--- src/rtl/eth_clk_freq_meter_pkg.sv ---
`default_nettype none
// +----------------------------------------------------------------------------+
// | eth_clk_freq_meter_pkg : register map, bit indices and FSM encoding         |
// | Rev 1.0                                                                     |
// +----------------------------------------------------------------------------+
package eth_clk_freq_meter_pkg;

  localparam int ADDR_W = 2;
  localparam int DATA_W = 32;
  localparam int GATE_W = 32;

  localparam logic [ADDR_W-1:0] ADDR_CTRL   = 2'd0;
  localparam logic [ADDR_W-1:0] ADDR_GATE   = 2'd1;
  localparam logic [ADDR_W-1:0] ADDR_RESULT = 2'd2;
  localparam logic [ADDR_W-1:0] ADDR_STATUS = 2'd3;

  localparam int CTRL_RUN    = 0;
  localparam int CTRL_CONT   = 1;
  localparam int CTRL_IRQ_EN = 2;

  localparam int STAT_BUSY = 0;
  localparam int STAT_DONE = 1;
  localparam int STAT_OVF  = 2;

  typedef enum logic [1:0] {
    ST_IDLE  = 2'd0,
    ST_COUNT = 2'd1,
    ST_DONE  = 2'd2
  } state_t;

  // A zero gate still yields a one-cycle window.
  function automatic logic [GATE_W-1:0] gate_load(input logic [GATE_W-1:0] g);
    return (g == GATE_W'(0)) ? GATE_W'(1) : g;
  endfunction

endpackage
`default_nettype wire

--- src/rtl/eth_clk_freq_meter_if.sv ---
`default_nettype none
// +----------------------------------------------------------------------------+
// | eth_clk_freq_meter_if : slave register bus between CPU and meter            |
// | Rev 1.0                                                                     |
// +----------------------------------------------------------------------------+
interface eth_clk_freq_meter_if;
  import eth_clk_freq_meter_pkg::*;

  logic [ADDR_W-1:0] address;
  logic              chipselect;
  logic              write_n;
  logic [DATA_W-1:0] writedata;
  logic [DATA_W-1:0] readdata;

  modport master (output address, output chipselect, output write_n,
                  output writedata, input readdata);
  modport slave  (input address, input chipselect, input write_n,
                  input writedata, output readdata);
endinterface
`default_nettype wire

--- src/rtl/eth_sync_edge.sv ---
`default_nettype none
// +----------------------------------------------------------------------------+
// | eth_sync_edge : two-flop synchroniser with one-cycle rising-edge pulse      |
// | Rev 1.0                                                                     |
// +----------------------------------------------------------------------------+
module eth_sync_edge (
  input  wire logic clk,
  input  wire logic rst,
  input  wire logic i_d,
  output logic      o_rise
);

  logic r_s1;
  logic r_s2;
  logic r_s3;

  always_ff @(posedge clk) begin
    if (rst) begin
      r_s1 <= 1'b0;
      r_s2 <= 1'b0;
      r_s3 <= 1'b0;
    end else begin
      r_s1 <= i_d;
      r_s2 <= r_s1;
      r_s3 <= r_s2;
    end
  end

  assign o_rise = r_s2 & ~r_s3;

endmodule
`default_nettype wire

--- src/rtl/eth_clk_freq_meter.sv ---
`default_nettype none
// +----------------------------------------------------------------------------+
// | eth_clk_freq_meter : counts synchronised rising edges over a gate window    |
// | Rev 1.0                                                                     |
// +----------------------------------------------------------------------------+
module eth_clk_freq_meter
  import eth_clk_freq_meter_pkg::*;
#(
  parameter int GATE_DEFAULT = 50_000_000,
  parameter int CNT_W        = 32
) (
  input  wire logic           clk,
  input  wire logic           reset,
  eth_clk_freq_meter_if.slave bus,
  input  wire logic           in_port,
  output logic                irq
);

  logic              w_edge;
  logic              w_wr;
  logic              w_wr_ctrl;
  logic              w_wr_gate;
  logic              w_wr_stat;
  logic              w_run_now;
  logic              w_last;
  logic              w_sat;
  logic              w_load;
  logic              w_finish;
  logic              w_clr_run;
  logic [CNT_W-1:0]  w_edge_nxt;
  logic [DATA_W-1:0] w_rdata;
  state_t            w_state_nxt;

  state_t            r_state;
  logic [2:0]        r_ctrl;
  logic [GATE_W-1:0] r_gate;
  logic [GATE_W-1:0] r_gate_cnt;
  logic [CNT_W-1:0]  r_edge_cnt;
  logic [CNT_W-1:0]  r_result;
  logic              r_done;
  logic              r_ovf;
  logic              r_ovf_pend;
  logic [DATA_W-1:0] r_readdata;

  eth_sync_edge u_sync (
    .clk    (clk),
    .rst    (reset),
    .i_d    (in_port),
    .o_rise (w_edge)
  );

  assign w_wr      = bus.chipselect & ~bus.write_n;
  assign w_wr_ctrl = w_wr && (bus.address == ADDR_CTRL);
  assign w_wr_gate = w_wr && (bus.address == ADDR_GATE);
  assign w_wr_stat = w_wr && (bus.address == ADDR_STATUS);
  // An abort must take effect in the same cycle the CPU clears run.
  assign w_run_now = w_wr_ctrl ? bus.writedata[CTRL_RUN] : r_ctrl[CTRL_RUN];
  assign w_last    = (r_gate_cnt == GATE_W'(1));
  assign w_sat     = w_edge & (&r_edge_cnt);
  assign w_edge_nxt = (w_edge && !(&r_edge_cnt)) ? r_edge_cnt + CNT_W'(1) : r_edge_cnt;

  always_comb begin
    w_state_nxt = r_state;
    w_load      = 1'b0;
    w_finish    = 1'b0;
    w_clr_run   = 1'b0;
    case (r_state)
      ST_IDLE: begin
        if (r_ctrl[CTRL_RUN]) begin
          w_state_nxt = ST_COUNT;
          w_load      = 1'b1;
        end
      end
      ST_COUNT: begin
        if (!w_run_now) begin
          w_state_nxt = ST_IDLE;
        end else if (w_last) begin
          w_state_nxt = ST_DONE;
          w_finish    = 1'b1;
        end
      end
      ST_DONE: begin
        if (r_ctrl[CTRL_CONT] && w_run_now) begin
          w_state_nxt = ST_COUNT;
          w_load      = 1'b1;
        end else begin
          w_state_nxt = ST_IDLE;
          w_clr_run   = 1'b1;
        end
      end
      default: w_state_nxt = ST_IDLE;
    endcase
  end

  always_comb begin
    w_rdata = '0;
    case (bus.address)
      ADDR_CTRL:   w_rdata[2:0] = r_ctrl;
      ADDR_GATE:   w_rdata      = DATA_W'(r_gate);
      ADDR_RESULT: w_rdata      = DATA_W'(r_result);
      ADDR_STATUS: begin
        w_rdata[STAT_BUSY] = (r_state != ST_IDLE);
        w_rdata[STAT_DONE] = r_done;
        w_rdata[STAT_OVF]  = r_ovf;
      end
      default: w_rdata = '0;
    endcase
  end

  always_ff @(posedge clk) begin
    if (reset) begin
      r_state    <= ST_IDLE;
      r_ctrl     <= '0;
      r_gate     <= GATE_W'(GATE_DEFAULT);
      r_gate_cnt <= '0;
      r_edge_cnt <= '0;
      r_result   <= '0;
      r_done     <= 1'b0;
      r_ovf      <= 1'b0;
      r_ovf_pend <= 1'b0;
      r_readdata <= '0;
    end else begin
      r_state    <= w_state_nxt;
      r_readdata <= w_rdata;
      if (w_wr_ctrl) r_ctrl <= bus.writedata[2:0];
      if (w_clr_run) r_ctrl[CTRL_RUN] <= 1'b0;
      if (w_wr_gate) r_gate <= bus.writedata[GATE_W-1:0];
      if (w_load) begin
        r_gate_cnt <= gate_load(r_gate);
        r_edge_cnt <= '0;
        r_ovf_pend <= 1'b0;
      end else if (r_state == ST_COUNT) begin
        r_gate_cnt <= r_gate_cnt - GATE_W'(1);
        r_edge_cnt <= w_edge_nxt;
        if (w_sat) r_ovf_pend <= 1'b1;
      end
      if (w_wr_stat) begin
        r_done <= 1'b0;
        r_ovf  <= 1'b0;
      end
      // Completion is ordered after the clear so a coincident STATUS write loses.
      if (w_finish) begin
        r_result <= w_edge_nxt;
        r_ovf    <= r_ovf_pend | w_sat;
        r_done   <= 1'b1;
      end
    end
  end

  assign bus.readdata = r_readdata;
  assign irq          = r_done & r_ctrl[CTRL_IRQ_EN];

endmodule
`default_nettype wire

--- src/flat_wrapper.sv ---
// flat-port wrapper written by rule: the top's interface ports become plain ports
module eth_clk_freq_meter_flat import eth_clk_freq_meter_pkg::*;
#(
  parameter int GATE_DEFAULT = 50_000_000,
  parameter int CNT_W        = 32
)
  (clk, reset, in_port, irq, bus_address, bus_chipselect, bus_write_n, bus_writedata, bus_readdata);
  eth_clk_freq_meter_if bus_i ();
  input  wire logic clk;
  input  wire logic reset;
  input  wire logic in_port;
  output logic irq;
  input wire logic [$bits(bus_i.address)-1:0] bus_address;
  input wire logic [$bits(bus_i.chipselect)-1:0] bus_chipselect;
  input wire logic [$bits(bus_i.write_n)-1:0] bus_write_n;
  input wire logic [$bits(bus_i.writedata)-1:0] bus_writedata;
  output wire logic [$bits(bus_i.readdata)-1:0] bus_readdata;
  assign bus_i.address = bus_address;
  assign bus_i.chipselect = bus_chipselect;
  assign bus_i.write_n = bus_write_n;
  assign bus_i.writedata = bus_writedata;
  assign bus_readdata = bus_i.readdata;
  eth_clk_freq_meter #(.GATE_DEFAULT(GATE_DEFAULT), .CNT_W(CNT_W)) u_core (.clk(clk), .reset(reset), .bus(bus_i), .in_port(in_port), .irq(irq));
endmodule
--- config.mk ---
export PLATFORM = sky130hd
export DESIGN_NAME = eth_clk_freq_meter_flat
export DESIGN_NICKNAME = d
export VERILOG_FILES = /design/src/rtl/eth_clk_freq_meter_pkg.sv /design/src/rtl/eth_clk_freq_meter_if.sv /design/src/rtl/eth_sync_edge.sv /design/src/rtl/eth_clk_freq_meter.sv /design/src/flat_wrapper.sv
export SDC_FILE = /design/constraint.sdc
export NUM_CORES = 1
export LEC_CHECK = 0
export ABC_AREA = 1
export CAP_MARGIN = 15
export CORE_MARGIN = 10
export CORE_UTILIZATION = 59
export DETAILED_ROUTE_END_ITERATION = 16
export PLACE_DENSITY = 0.77
export SETUP_SLACK_MARGIN = 0.1
export SYNTH_ARGS = -nofsm -noshare
export SYNTH_HDL_FRONTEND = slang
export SYNTH_SLANG_ARGS = --single-unit
--- constraint.sdc ---
create_clock -name clk -period 3.8 [get_ports clk]
set_input_delay 0.76 -clock clk [delete_from_list [all_inputs] [get_ports clk]]
set_output_delay 0.76 -clock clk [all_outputs]
set_load 0.02 [all_outputs]
# --- Yosys cells after proc, flatten, opt, wreduce, memory -nomap -nowiden ---
# Cells that the tools add are included.
word_totals:
  regBits: 171
  input_bits: 39
  output_inout_bits: 33
  word_cells: 71
classes:
  n_addsub: 2
  eq_ne: 8
  muxes: 23
  bitwise_logic: 7
  reduce_logical: 17
ops:
  columns: ["op", "n"]
  rows:
  - ["$mux 32", 4]
  - ["$pmux 29 s2", 1]
  - ["$add 32x1->32 const B", 1]
  - ["$eq 32x1->1 const B", 1]
  - ["$logic_not 32->1", 1]
  - ["$reduce_and 32->1", 1]
  - ["$sub 32x1->32 const B", 1]
  - ["$mux 1", 12]
  - ["$pmux 3 s4", 1]
  - ["$eq 2x2->1 const B", 3]
  - ["$mux 2", 3]
  - ["$pmux 2 s3", 1]
  - ["$reduce_bool 2->1", 3]
  - ["$logic_and 1x1->1", 5]
  - ["$and 1x1->1", 4]
  - ["$eq 2x1->1 const B", 2]
  - ["$logic_not 2->1", 2]
  - ["$reduce_and 2->1", 2]
  - ["$reduce_or 2->1", 2]
  - ["$ne 3x3->1 const B", 1]
  - ["$ne 2x1->1 const B", 1]
  - ["$not 1->1", 2]
  - ["$pmux 1 s2", 1]
  - ["$logic_not 1->1", 1]
  - ["$or 1x1->1", 1]

# --- Longest topological paths before layout ---
# Gate-level depths: netlist of the first run.
depth:
  ltp_word: 8
  ltp_mapped: 14
  mapped_depth_nobuf: 13

# --- Hierarchy ---
# From an unflattened synthesis of the first run, not the netlist that was laid out.
hier_totals:
  cells_unflattened: 1414
  area_unflattened_um2: 8947.3
modules_own_cells:
  columns: ["mod", "n_inst", "cells_per_inst", "area_per_inst_um2", "seq_area_each_um2"]
  rows:
  - ["eth_clk_freq_meter", 1, 1404, 8861.0, 3363.2]
  - ["eth_sync_edge", 1, 10, 86.3, 60.1]

# --- Worst setup path after synthesis of the first run ---
# No wires, ideal clock.
synth_timing:
  kind: "in2reg"
  startpoint: "input bus_address[0]"
  endpoint: "register u_core.r_result[22]"
  setup_time_ps: 109
  arrival_time_ps: 2087
  t_required_ps: 3691
  path_slack_ps: 1604
  stages: 14
  path_buffers: 2
  path_cell_list: "inv_1 ha_1 nand3_2 nand2_1 nand2_1 inv_1 nor2_1 inv_1 nor2_2 buf_6 buf_4 nand3_1 nand2_1 inv_1"
synth_via:
  elab_chain_cells: 5
synth_lines:
  columns: ["item", "line_no", "rtl"]
  rows:
  - ["from (decl)", "flat_wrapper.sv:13", "input wire logic [$bits(bus_i.address)-1:0] bus_address;"]
  - ["$logic_not 2->1", "eth_clk_freq_meter.sv:53", "assign w_wr_ctrl = w_wr && (bus.address == ADDR_CTRL);"]
  - ["$logic_and 1x1->1", "eth_clk_freq_meter.sv:53", null]
  - ["$mux 1", "eth_clk_freq_meter.sv:57", "assign w_run_now = w_wr_ctrl ? bus.writedata[CTRL_RUN] : r_ctrl[CTRL_RUN];"]
  - ["$mux 1", "eth_clk_freq_meter.sv:75", "if (!w_run_now) begin"]
  - ["$mux 1", "eth_clk_freq_meter.sv:67", "case (r_state)"]
  - ["to (signal assigned)", "eth_clk_freq_meter.sv:143", "r_result <= w_edge_nxt;"]
  - ["to (decl)", "eth_clk_freq_meter.sv:39", "logic [CNT_W-1:0] r_result;"]
# No other way between the ends.
# A chain may end at the register's enable or synchronous reset.

# --- Worst setup path after layout of the first run ---
layout_timing:
  startpoint: "input bus_address[0]"
  endpoint: "register u_core.r_result[0]"
# The elaborated chain is that of the path after synthesis.

==> impl_results.md, run 1 <==
- Fmax: 0.3804 GHz
- Crit-path max cell delay: 510 ps
- Gr usage total: 25.43%
- Die ar.: 0.02022 mm2
- Hpwl dp: 17820 um
- Clk pin slew, worst setup/hold paths: 60 ps
- Met3 Use GR: 4.806%
- Chip Height: 142.2 um
- Fin nets: 1452
- Reg2reg setup slack: 1640 ps
- Fraction of the cycle the final worst path needs: 69.19%
- Worst-skew pair later-pin latency: 440 ps
- Diodes inserted: 0
- CP required: 4120 ps
- First-pass detailed-route iteration total: 7
- Synthesized Nets: 1406
- CP startpoint kind: input pin
- Peak VDD IR: 0.3337 mV
- Final worst setup slack: 1171 ps
- Top Ports: 72
- Number of flops mapped to enable cells by yosys: 0
- Core area: 0.01459 mm2
- Port bufs: 71
- Slew headroom: 37.42%
- Hold wc startpoint: u_core.u_sync.r_s1
- DRC: 0
- Capturing point of the worst reg2reg path: u_core.r_ovf
- Synth Flop Type: dfxtp_1
- Sequential fraction of the synthesis area: 38.85%
- Static leakage: 4.466 nW
- Cell taking the most area after synthesis: dfxtp_1
- Clock H-tree levels: 4
- Final hold viol count: 0
- Ratio of cells with drive above 1 in the final layout: 5.289%
- Least-Margin Pin Slew: 937.6 ps
- Post-CTS setup buffer count: 0
- DP Worst Slack: 759.2 ps
- Crit path capture type: flop
- Syn avg cell area: 6.484 um2
- PostCTS Resize Cnt: 0
- WHS Endpoint: u_core.u_sync.r_s2
- Count leader, synth: nand2_1
- Via count: 8826
- Maximum capacitance violations: 0
- Vias in the first global route: 8356
- Worst hold path depth: 2
- Unrepaired setup endpoints after global routing: false
- Gr ovfl total: 0
- Tmin final: 2629 ps
- DR iter-0 viols: 873
- Root Driver: clkbuf_16
- Slowest cell on crit path: clkdlybuf4s50_1
- Reg2Reg Launch Point: u_core.r_state[1]
- Skew final: 8.575 ps
- Initial antenna violation count: 0
- DRT antenna net count: 0
- Fill cells: 1259
- Pwr/cell area: 421.8 mW/mm2
- Row cnt: 44
- Drt wl/cell: 16.01 um
- Inst Count DP: 1570
- First-pass GRT wire length: 41840 um
- Worst-path maximum fanout: 49
- Maximum number of pins on one net before global-route repair: 65
- GR peak layer: met2
- Met2 usage: 41.51%
- TritonCTS clock tree: built
- Area Overhead vs Synth: 16.78%
- Initial Util: 60.40%
- Synth top area cells: dfxtp_1 (39%), nand2_1 (16%), nor2_1 (8.1%), inv_1 (6.7%), a21oi_1 (5.8%)
- Share of the synthesized area in the top cell type: 38.85%
- Crit path max-delay family: buffers and inverters
- Share of flip-flops with an asynchronous set or reset: 0%
- CP Data Arrival Time: 2950 ps
- Yosys reg bits: 171
- Worst path bufs/invs: 6
- Die width: 142.2 um
- Setup TNS Final: 0 ps
- WHS: 423.3 ps
- Yosys warning count: 0
- Final WL: 25640 um
- Hold Path Class: reg2reg
- Most frequent cells after synthesis: nand2_1 (375), nor2_1 (189), dfxtp_1 (171), inv_1 (158), a21oi_1 (103)
- Final setup violation count: 0
- CP Launch Point: bus_address[0]
- CTS sink cnt: 171
- Clock Path Buffers: 2
- Crit-path cells: clkdlybuf4s50_1 -> inv_1 -> ha_1 -> nand3_2 -> nand2_1 -> nand2_1 -> inv_1 -> nor2_1 -> inv_1 -> nor2_4 -> buf_12 -> inv_2 -> nor2_1 -> nor2_1
- Post-route insts no fill: 1602
- Distinct cells, synth: 39
- Gp weighted congestion: 0.9404
- Mapped Area: 0.008812 mm2
- Outcome: finished, final reports clean
- Drt via density: 5.509
- R2R depth: 10
- Mapped Cells: 1359
- Setup CP Type: in2reg
- Slew Limit Fails: 0
- Post-CTS Hold Fix Bufs: 0
- Met1 usage: 32.28%
- Cts bufs inserted: 17
logic make-up (layout without fill, tap and decap cells):
group | count (synthesis) | in the layout | share of synthesized area [%]
AO/OA/AOI/OAI | 212 | 212 | 12.88
AND/OR/NAND/NOR | 715 | 715 | 33.92
adder cells (fa/ha/maj) | 8 | 8 | 1.136
buffers and inverters | 222 | 281 | 10.14
flip-flops | 171 | 171 | 38.85
XOR/XNOR | 31 | 31 | 3.081
stage by stage:
step / cell area, um2 / power (mW) / utilization, %
6_report: 10290 / 4.341 / 70.54
5_1_grt: 10290 / 4.479 / 70.54
4_1_cts: 10290 / 4.344 / 70.54
3_5_place_dp: 9599 / 2.329 / 65.80
3_3_place_gp: 9599 / 2.324 / 65.80
2_1_floorplan: 8812 / 2.180 / -
routing by layer:
metal / vias up / share of wire [%]
met5: - / 0
met4: 0 / 3.0
met3: 58 / 5.8
met2: 278 / 48
met1: 4093 / 43
li1: 4397 / -
flip-flops by register name, indices dropped and copies added (netlist names):
signal	cells
u_core.bus.readdata	32
u_core.r_ctrl	3
u_core.r_done	1
u_core.r_edge_cnt	32
u_core.r_gate	32
u_core.r_gate_cnt	32
u_core.r_ovf	1
u_core.r_ovf_pend	1
u_core.r_result	32
u_core.r_state	2
u_core.u_sync.r_s1	1
u_core.u_sync.r_s2	1
u_core.u_sync.r_s3	1
cell type report:
type                    count  area [um2]  area share, %
clock inverters            14       252.7          2.456
clock buffers              18       439.2          4.267
inverters                 163       611.8          5.945
multi-input cells         966        4503          43.76
well taps                 184       230.2          2.237
repair buffers             86       830.8          8.073
flip-flops and latches    171        3423          33.26
power breakdown:
group / internal (mW) / switching [mW]
clock network: 1.27 / 0.770
registers: 1.83 / 0.0306
logic: 0.156 / 0.290
worst max-delay path by stage:
stage / endpoint / slack, ps / cells past startpoint
2_1_floorplan: u_core.r_result[22] / 1600 / 14
3_3_place_gp: u_core.r_ovf / 820 / 14
3_5_place_dp: u_core.r_result[0] / 760 / 14
4_1_cts: u_core.r_result[0] / 1190 / 14
5_1_grt: u_core.r_result[12] / 940 / 14
6_report: u_core.r_result[0] / 1170 / 14
worst register-to-register path: cells and delay by family (launching register included):
family,cells,cell delay [ps]
AO/OA/AOI/OAI,1,130
AND/OR/NAND/NOR,4,450
flip-flops,1,350
buffers and inverters,5,1170
placed cells by master, fill, tap and decap left out, types with 2 or more instances in the layout:
master	Yosys	final
nand2_1	375	374
nor2_1	189	189
dfxtp_1	171	171
inv_1	158	158
a21oi_1	103	103
nand3_1	96	96
clkdlybuf4s50_1	0	70
o21ai_0	64	64
xor2_1	30	30
clkbuf_16	0	17
nand4_1	16	16
o211ai_1	16	16
o21ai_1	15	15
buf_4	1	14
nor3_1	11	11
nor2_2	9	8
ha_1	8	8
bufinv_16	0	6
nand3b_1	5	5
a31oi_1	5	5
inv_6	0	5
nor4_1	3	3
nor2_4	2	3
inv_2	3	3
nand2_2	2	3
o21bai_1	2	2
a21oi_2	2	2
nand3_2	2	2
nand2_4	2	2
clkinv_1	2	2
clkinv_4	0	2
(Power assumes the default switching activity.)
==> inputs of run 2 (changes only) <==
CORE_UTILIZATION = 53   (was 59)
PLACE_DENSITY = 0.73   (was 0.77)
clock period = 2.4 ns   (was 3.8 ns; I/O delays follow)
==> run 2 against run 1 <==
First-iteration DRC count decreased by 21%; sequential cell count unchanged; wire length decreased by 0.25%; largest power group is now sequential cells; power increased by 51%; critical path type is now reg2out; via count decreased by 1.2%.
==> impl_results.md, run 2 (synthesized netlist as in run 1, its figures left out) <==
- Fmax: 0.4961 GHz
- Clk pin slew, worst setup/hold paths: 70 ps (was 60 ps)
- CP required: 1920 ps (was 4120 ps)
- Final WL: 25580 um (was 25640 um)
- Gp weighted congestion: 0.9522 (was 0.9404)
- Least-Margin Pin Slew: 703.9 ps (was 937.6 ps)
- Initial Util: 53.52% (was 60.40%)
- DRT antenna net count: 0 (unchanged)
- Crit-path max cell delay: 600 ps (was 510 ps)
- Clock H-tree levels: 4 (unchanged)
- CP Launch Point: u_core.r_done (was bus_address[0])
- Unrepaired setup endpoints after global routing: false (unchanged)
- CTS sink cnt: 171 (unchanged)
- Fraction of the cycle the final worst path needs: 83.99%
- Maximum capacitance violations: 0 (unchanged)
- Commonest non-fill, non-tap cell in the layout: nand2_1 (unchanged)
- WHS: 402.1 ps (was 423.3 ps)
- Vias in the first global route: 8280 (was 8356)
- DR iter-0 viols: 694 (was 873)
- Via count: 8720 (was 8826)
- Slew Limit Fails: 0 (unchanged)
- PostCTS Resize Cnt: 1 (was 0)
- Worst hold path depth: 2 (unchanged)
- Skew final: 8.186 ps (was 8.575 ps)
- Met2 usage: 39.32% (was 41.51%)
- Die width: 148.9 um (was 142.2 um)
- Core area: 0.01647 mm2 (was 0.01459 mm2)
- Worst-skew pair later-pin latency: 440 ps (about the same)
- Final setup violation count: 0 (unchanged)
- Initial antenna violation count: 0 (unchanged)
- Maximum number of pins on one net before global-route repair: 48 (was 65)
- Clock Path Buffers: 2 (unchanged)
- Area Overhead vs Synth: 18.02% (was 16.78%)
- Static leakage: 4.496 nW (was 4.466 nW)
- Peak VDD IR: 0.5623 mV (was 0.3337 mV)
- Crit path to: irq (was u_core.r_result[0])
- Post-CTS Hold Fix Bufs: 0 (unchanged)
- Met3 Use GR: 3.883% (was 4.806%)
- Slowest cell on crit path: clkdlybuf4s50_1 (unchanged)
- Crit path capture type: primary output (was flop)
- DP Worst Slack: -30.94 ps (was 759.2 ps)
- First-pass detailed-route iteration total: 8 (was 7)
- Final Instance Area: 0.01040 mm2 (was 0.01029 mm2)
- Hpwl dp: 18700 um (was 17820 um)
- Chip Height: 148.9 um (was 142.2 um)
- Gr ovfl total: 0 (unchanged)
- Die ar.: 0.02218 mm2 (was 0.02022 mm2)
- GR peak layer: met2 (unchanged)
- DRC: 0 (unchanged)
- Post-CTS setup buffer count: 0 (unchanged)
- Setup CP Type: reg2out (was in2reg)
- Met1 usage: 29.37% (was 32.28%)
- Placed cell area: 0.009777 mm2 (was 0.009599 mm2)
- Row cnt: 47 (was 44)
- Ratio of cells with drive above 1 in the final layout: 5.948% (was 5.289%)
- Drt via density: 5.288 (was 5.509)
- Worst-path maximum fanout: 3 (was 49)
- First-pass GRT wire length: 42240 um (was 41840 um)
- Pwr/cell area: 628.5 mW/mm2 (was 421.8 mW/mm2)
- Tmin final: 2016 ps
- Layout Utilization: 63.16% (was 70.54%)
- Gr usage total: 23.30% (was 25.43%)
- Root Driver: clkbuf_16 (unchanged)
- Drt wl/cell: 15.51 um (was 16.01 um)
- Diodes inserted: 0 (unchanged)
- CP startpoint kind: flop (was input pin)
- Outcome: finished, final reports clean (unchanged)
- Final worst setup slack: 384.4 ps (was 1171 ps)
- Reg2reg setup slack: 430 ps (was 1640 ps)
- TritonCTS clock tree: built (unchanged)
- Top Ports: 72 (unchanged)
- Crit-path cells: nand2_1 -> inv_1 -> clkdlybuf4s50_1 (was clkdlybuf4s50_1 -> inv_1 -> ha_1 -> nand3_2 -> nand2_1 -> nand2_1 -> inv_1 -> nor2_1 -> inv_1 -> nor2_4 -> buf_12 -> inv_2 -> nor2_1 -> nor2_1)
- R2R depth: 10 (unchanged)
- Cts bufs inserted: 17 (unchanged)
- Most frequent cells in the layout: nand2_1 (374), nor2_1 (189), dfxtp_1 (171) (unchanged)
- Slew headroom: 52.97% (was 37.42%)
- Capturing point of the worst reg2reg path: u_core.r_result[21] (was u_core.r_ovf)
- Hold Path Class: reg2reg (unchanged)
- Reg2Reg Launch Point: u_core.r_edge_cnt[0] (was u_core.r_state[1])
- Final hold viol count: 0 (unchanged)
- CP Data Arrival Time: 1540 ps (was 2950 ps)
- Port bufs: 71 (unchanged)
- Fin nets: 1463 (was 1452)
-- run 2: cell count changes in the layout (fill, tap and decap cells not counted), sizes merged --
cell / change
clkinv: +3
buf: +11
inv: -2
bufinv: -3
clkinvlp: +2
-- run 2: final cells by class --
cell class / instances / area (um2)
Sequential cell: 171 / 3423
Clock buffer: 18 / 429.2
Tap cell: 220 / 275.3
Multi-Input combinational cell: 966 / 4511
Inverter: 163 / 611.8
Fill cell: 1562 / 6066
Timing Repair Buffer: 97 / 963.4
Clock inverter: 14 / 186.4
-- run 2: power by group --
| part | switching (mW) | total [mW] | internal (mW) |
|---|---|---|---|
| combinational | 0.449 | 0.708 | 0.259 |
| clock | 1.23 | 2.89 | 1.66 |
| sequential | 0.0496 | 2.94 | 2.89 |
| total | 1.72 | 6.54 | 4.81 |
-- run 2: critical path: cells and delay by family (launching register included) --
| kind | cells | cell delay [ps] |
|---|---|---|
| DFF | 1 | 370 |
| and+or+nand+nor | 1 | 70 |
| buffers and inverters | 2 | 650 |
-- run 2: worst min path at each step --
stage	from	to	slack (ps)
after global routing	u_core.u_sync.r_s1	u_core.u_sync.r_s2	440
after detailed placement	u_core.u_sync.r_s1	u_core.u_sync.r_s2	400
final	u_core.u_sync.r_s1	u_core.u_sync.r_s2	400
after global placement	u_core.u_sync.r_s1	u_core.u_sync.r_s2	390
after floorplan	u_core.u_sync.r_s1	u_core.u_sync.r_s2	390
after CTS	u_core.u_sync.r_s1	u_core.u_sync.r_s2	410
-- run 2: layer usage --
metal / share of wire [%] / wire length [um]
met5: 0 / 0
met4: 2.3 / 587
met3: 5.2 / 1339
met2: 49 / 12500
met1: 44 / 11160
-- run 2: stage by stage --
stage / cells / power, mW / TNS, ps
5_1_grt: 1649 / 6.791 / 0
3_3_place_gp: 1617 / 3.696 / 0
3_5_place_dp: 1617 / 3.700 / -154.1
6_report: 1649 / 6.536 / 0
4_1_cts: 1649 / 6.558 / 0
2_1_floorplan: 1359 / 3.451 / 0
==> inputs of run 3 (changes only) <==
CORE_UTILIZATION = 59   (was 53)
PLACE_DENSITY = 0.77   (was 0.73)
clock period = 2 ns   (was 2.4 ns; I/O delays follow)
==> run 3 against run 2 <==
Power grew 21%; sequential share of layout area shrank 1.1 points; critical path depth grew 7; combinational power grew 28%; highest routed layer unchanged.
==> impl_results.md, run 3 (synthesized netlist as in run 1, its figures left out) <==
- Ratio of cells with drive above 1 in the final layout: 9.153% (was 5.948%)
- Final worst setup slack: 144.8 ps (was 384.4 ps)
- Initial antenna violation count: 0 (unchanged)
- Least-Margin Pin Slew: 578.9 ps (was 703.9 ps)
- Vias in the first global route: 8029 (was 8280)
- Clock H-tree levels: 4 (unchanged)
- Row cnt: 44 (was 47)
- DP Worst Slack: -328.6 ps (was -30.94 ps)
- Fmax: 0.5390 GHz
- Worst-path maximum fanout: 16 (was 3)
- Final WL: 26470 um (was 25580 um)
- Fin nets: 1490 (was 1463)
- Commonest non-fill, non-tap cell in the layout: nand2_1 (unchanged)
- Initial Util: 60.40% (was 53.52%)
- Final hold viol count: 0 (unchanged)
- Cts bufs inserted: 17 (unchanged)
- Tmin final: 1855 ps
- DR iter-0 viols: 937 (was 694)
- Fraction of the cycle the final worst path needs: 92.76%
- Hold wc startpoint: u_core.u_sync.r_s1 (unchanged)
- Area Overhead vs Synth: 22.28% (was 18.02%)
- Peak VDD IR: 0.7029 mV (was 0.5623 mV)
- Maximum number of pins on one net before global-route repair: 48 (unchanged)
- DRC: 0 (unchanged)
- Gp weighted congestion: 0.9816 (was 0.9522)
- Gr ovfl total: 0 (unchanged)
- Diodes inserted: 0 (unchanged)
- Fill cells: 1188 (was 1562)
- Slew Limit Fails: 0 (unchanged)
- Layout Utilization: 73.86% (was 63.16%)
- DRT antenna net count: 0 (unchanged)
- Setup CP Type: reg2reg (was reg2out)
- Via count: 9032 (was 8720)
- Skew final: 8.480 ps (was 8.186 ps)
- Die ar.: 0.02022 mm2 (was 0.02218 mm2)
- First-pass GRT wire length: 40900 um (was 42240 um)
- Most frequent cells in the layout: nand2_1 (373), nor2_1 (180), dfxtp_1 (166) (was nand2_1 (374), nor2_1 (189), dfxtp_1 (171))
- Static leakage: 4.681 nW (was 4.496 nW)
- Crit path capture type: flop (was primary output)
- Core area: 0.01459 mm2 (was 0.01647 mm2)
- Clock Path Buffers: 2 (unchanged)
- Post-CTS Hold Fix Bufs: 0 (unchanged)
- Hold Path Class: reg2reg (unchanged)
- CP Launch Point: u_core.r_gate_cnt[17] (was u_core.r_done)
- CP startpoint kind: flop (unchanged)
- Unrepaired setup endpoints after global routing: true (was false)
- Drt via density: 5.517 (was 5.288)
- Top Ports: 72 (unchanged)
- Slew headroom: 61.41% (was 52.97%)
- Port bufs: 71 (unchanged)
- TritonCTS clock tree: built (unchanged)
- Reg2Reg Launch Point: u_core.r_gate_cnt[17] (was u_core.r_edge_cnt[0])
- CTS sink cnt: 171 (unchanged)
- Hpwl dp: 18920 um (was 18700 um)
- Final setup violation count: 0 (unchanged)
- Clk pin slew, worst setup/hold paths: 60 ps (was 70 ps)
- Root Driver: clkbuf_16 (unchanged)
- Worst-skew pair later-pin latency: 430 ps (was 440 ps)
- Outcome: finished, final reports clean (unchanged)
- CP Data Arrival Time: 2190 ps (was 1540 ps)
- CP required: 2330 ps (was 1920 ps)
- Gr usage total: 24.96% (was 23.30%)
- Maximum capacitance violations: 0 (unchanged)
- Setup TNS Final: 0 ps (unchanged)
- First-pass detailed-route iteration total: 7 (was 8)
- Die width: 142.2 um (was 148.9 um)
- Chip Height: 142.2 um (was 148.9 um)
- Drt wl/cell: 16.17 um (was 15.51 um)
- Pwr/cell area: 736.2 mW/mm2 (was 628.5 mW/mm2)
[run 3: per-stage QoR]
stage / std cells / hold WS, ps / total power [mW] / instance area [um2]
2_1_floorplan: 1359 / 388.3 / 4.141 / 8812
3_3_place_gp: 1600 / 389.9 / 4.461 / 9925
3_5_place_dp: 1600 / 397.9 / 4.476 / 9925
4_1_cts: 1629 / 406.8 / 7.935 / 10530
5_1_grt: 1637 / 426.0 / 8.216 / 10780
6_report: 1637 / 405.3 / 7.933 / 10780
[run 3: final timing paths]
check	slack [ps]	cells past startpoint	to
max reg2reg	140	10	u_core.r_result[22]
min reg2reg	410	2	u_core.u_sync.r_s2
min	410	2	u_core.u_sync.r_s2
max	140	10	u_core.r_result[22]
[run 3: layer usage]
metal / up-vias / share of wire, % / track usage [%]
met4: 0 / 3.1 / 9.252
met1: 4073 / 41 / 31.55
met3: 76 / 7.7 / 4.907
li1: 4477 / - / -
met2: 406 / 48 / 41.15
met5: - / 0 / 0
[run 3: timing repair]
action,4_1_cts,5_1_grt
gates resized for setup,1,41
pin swaps,0,9
gates cloned,0,5
endpoints found under the setup margin,3,81
setup buffers,0,3
[run 3: layout make-up]
| cell class | instances | area, um2 | area share, % |
|---|---|---|---|
| tap | 184 | 230.2 | 2.137 |
| sequential | 171 | 3430 | 31.83 |
| inverter | 163 | 614.3 | 5.701 |
| clock inverter | 9 | 172.7 | 1.602 |
| clock buffer | 20 | 436.7 | 4.052 |
| timing repair buffer | 122 | 1282 | 11.90 |
| multi-input combinational | 968 | 4609 | 42.78 |
[run 3: critical path, cell delays in order (launching register included)]
cell,delay (ps)
dfxtp_1,360
nor2_1,180
nand2_1,90
nor2_1,130
nand4_1,260
nor2_4,200
buf_12,160
clkbuf_16,180
nand3_1,90
nand2_1,70
inv_1,30
[run 3: report_power, final]
part / switching, mW / internal (mW) / total [mW]
combinational: 0.558 / 0.348 / 0.906
clock: 1.31 / 2.19 / 3.49
sequential: 0.0629 / 3.47 / 3.53
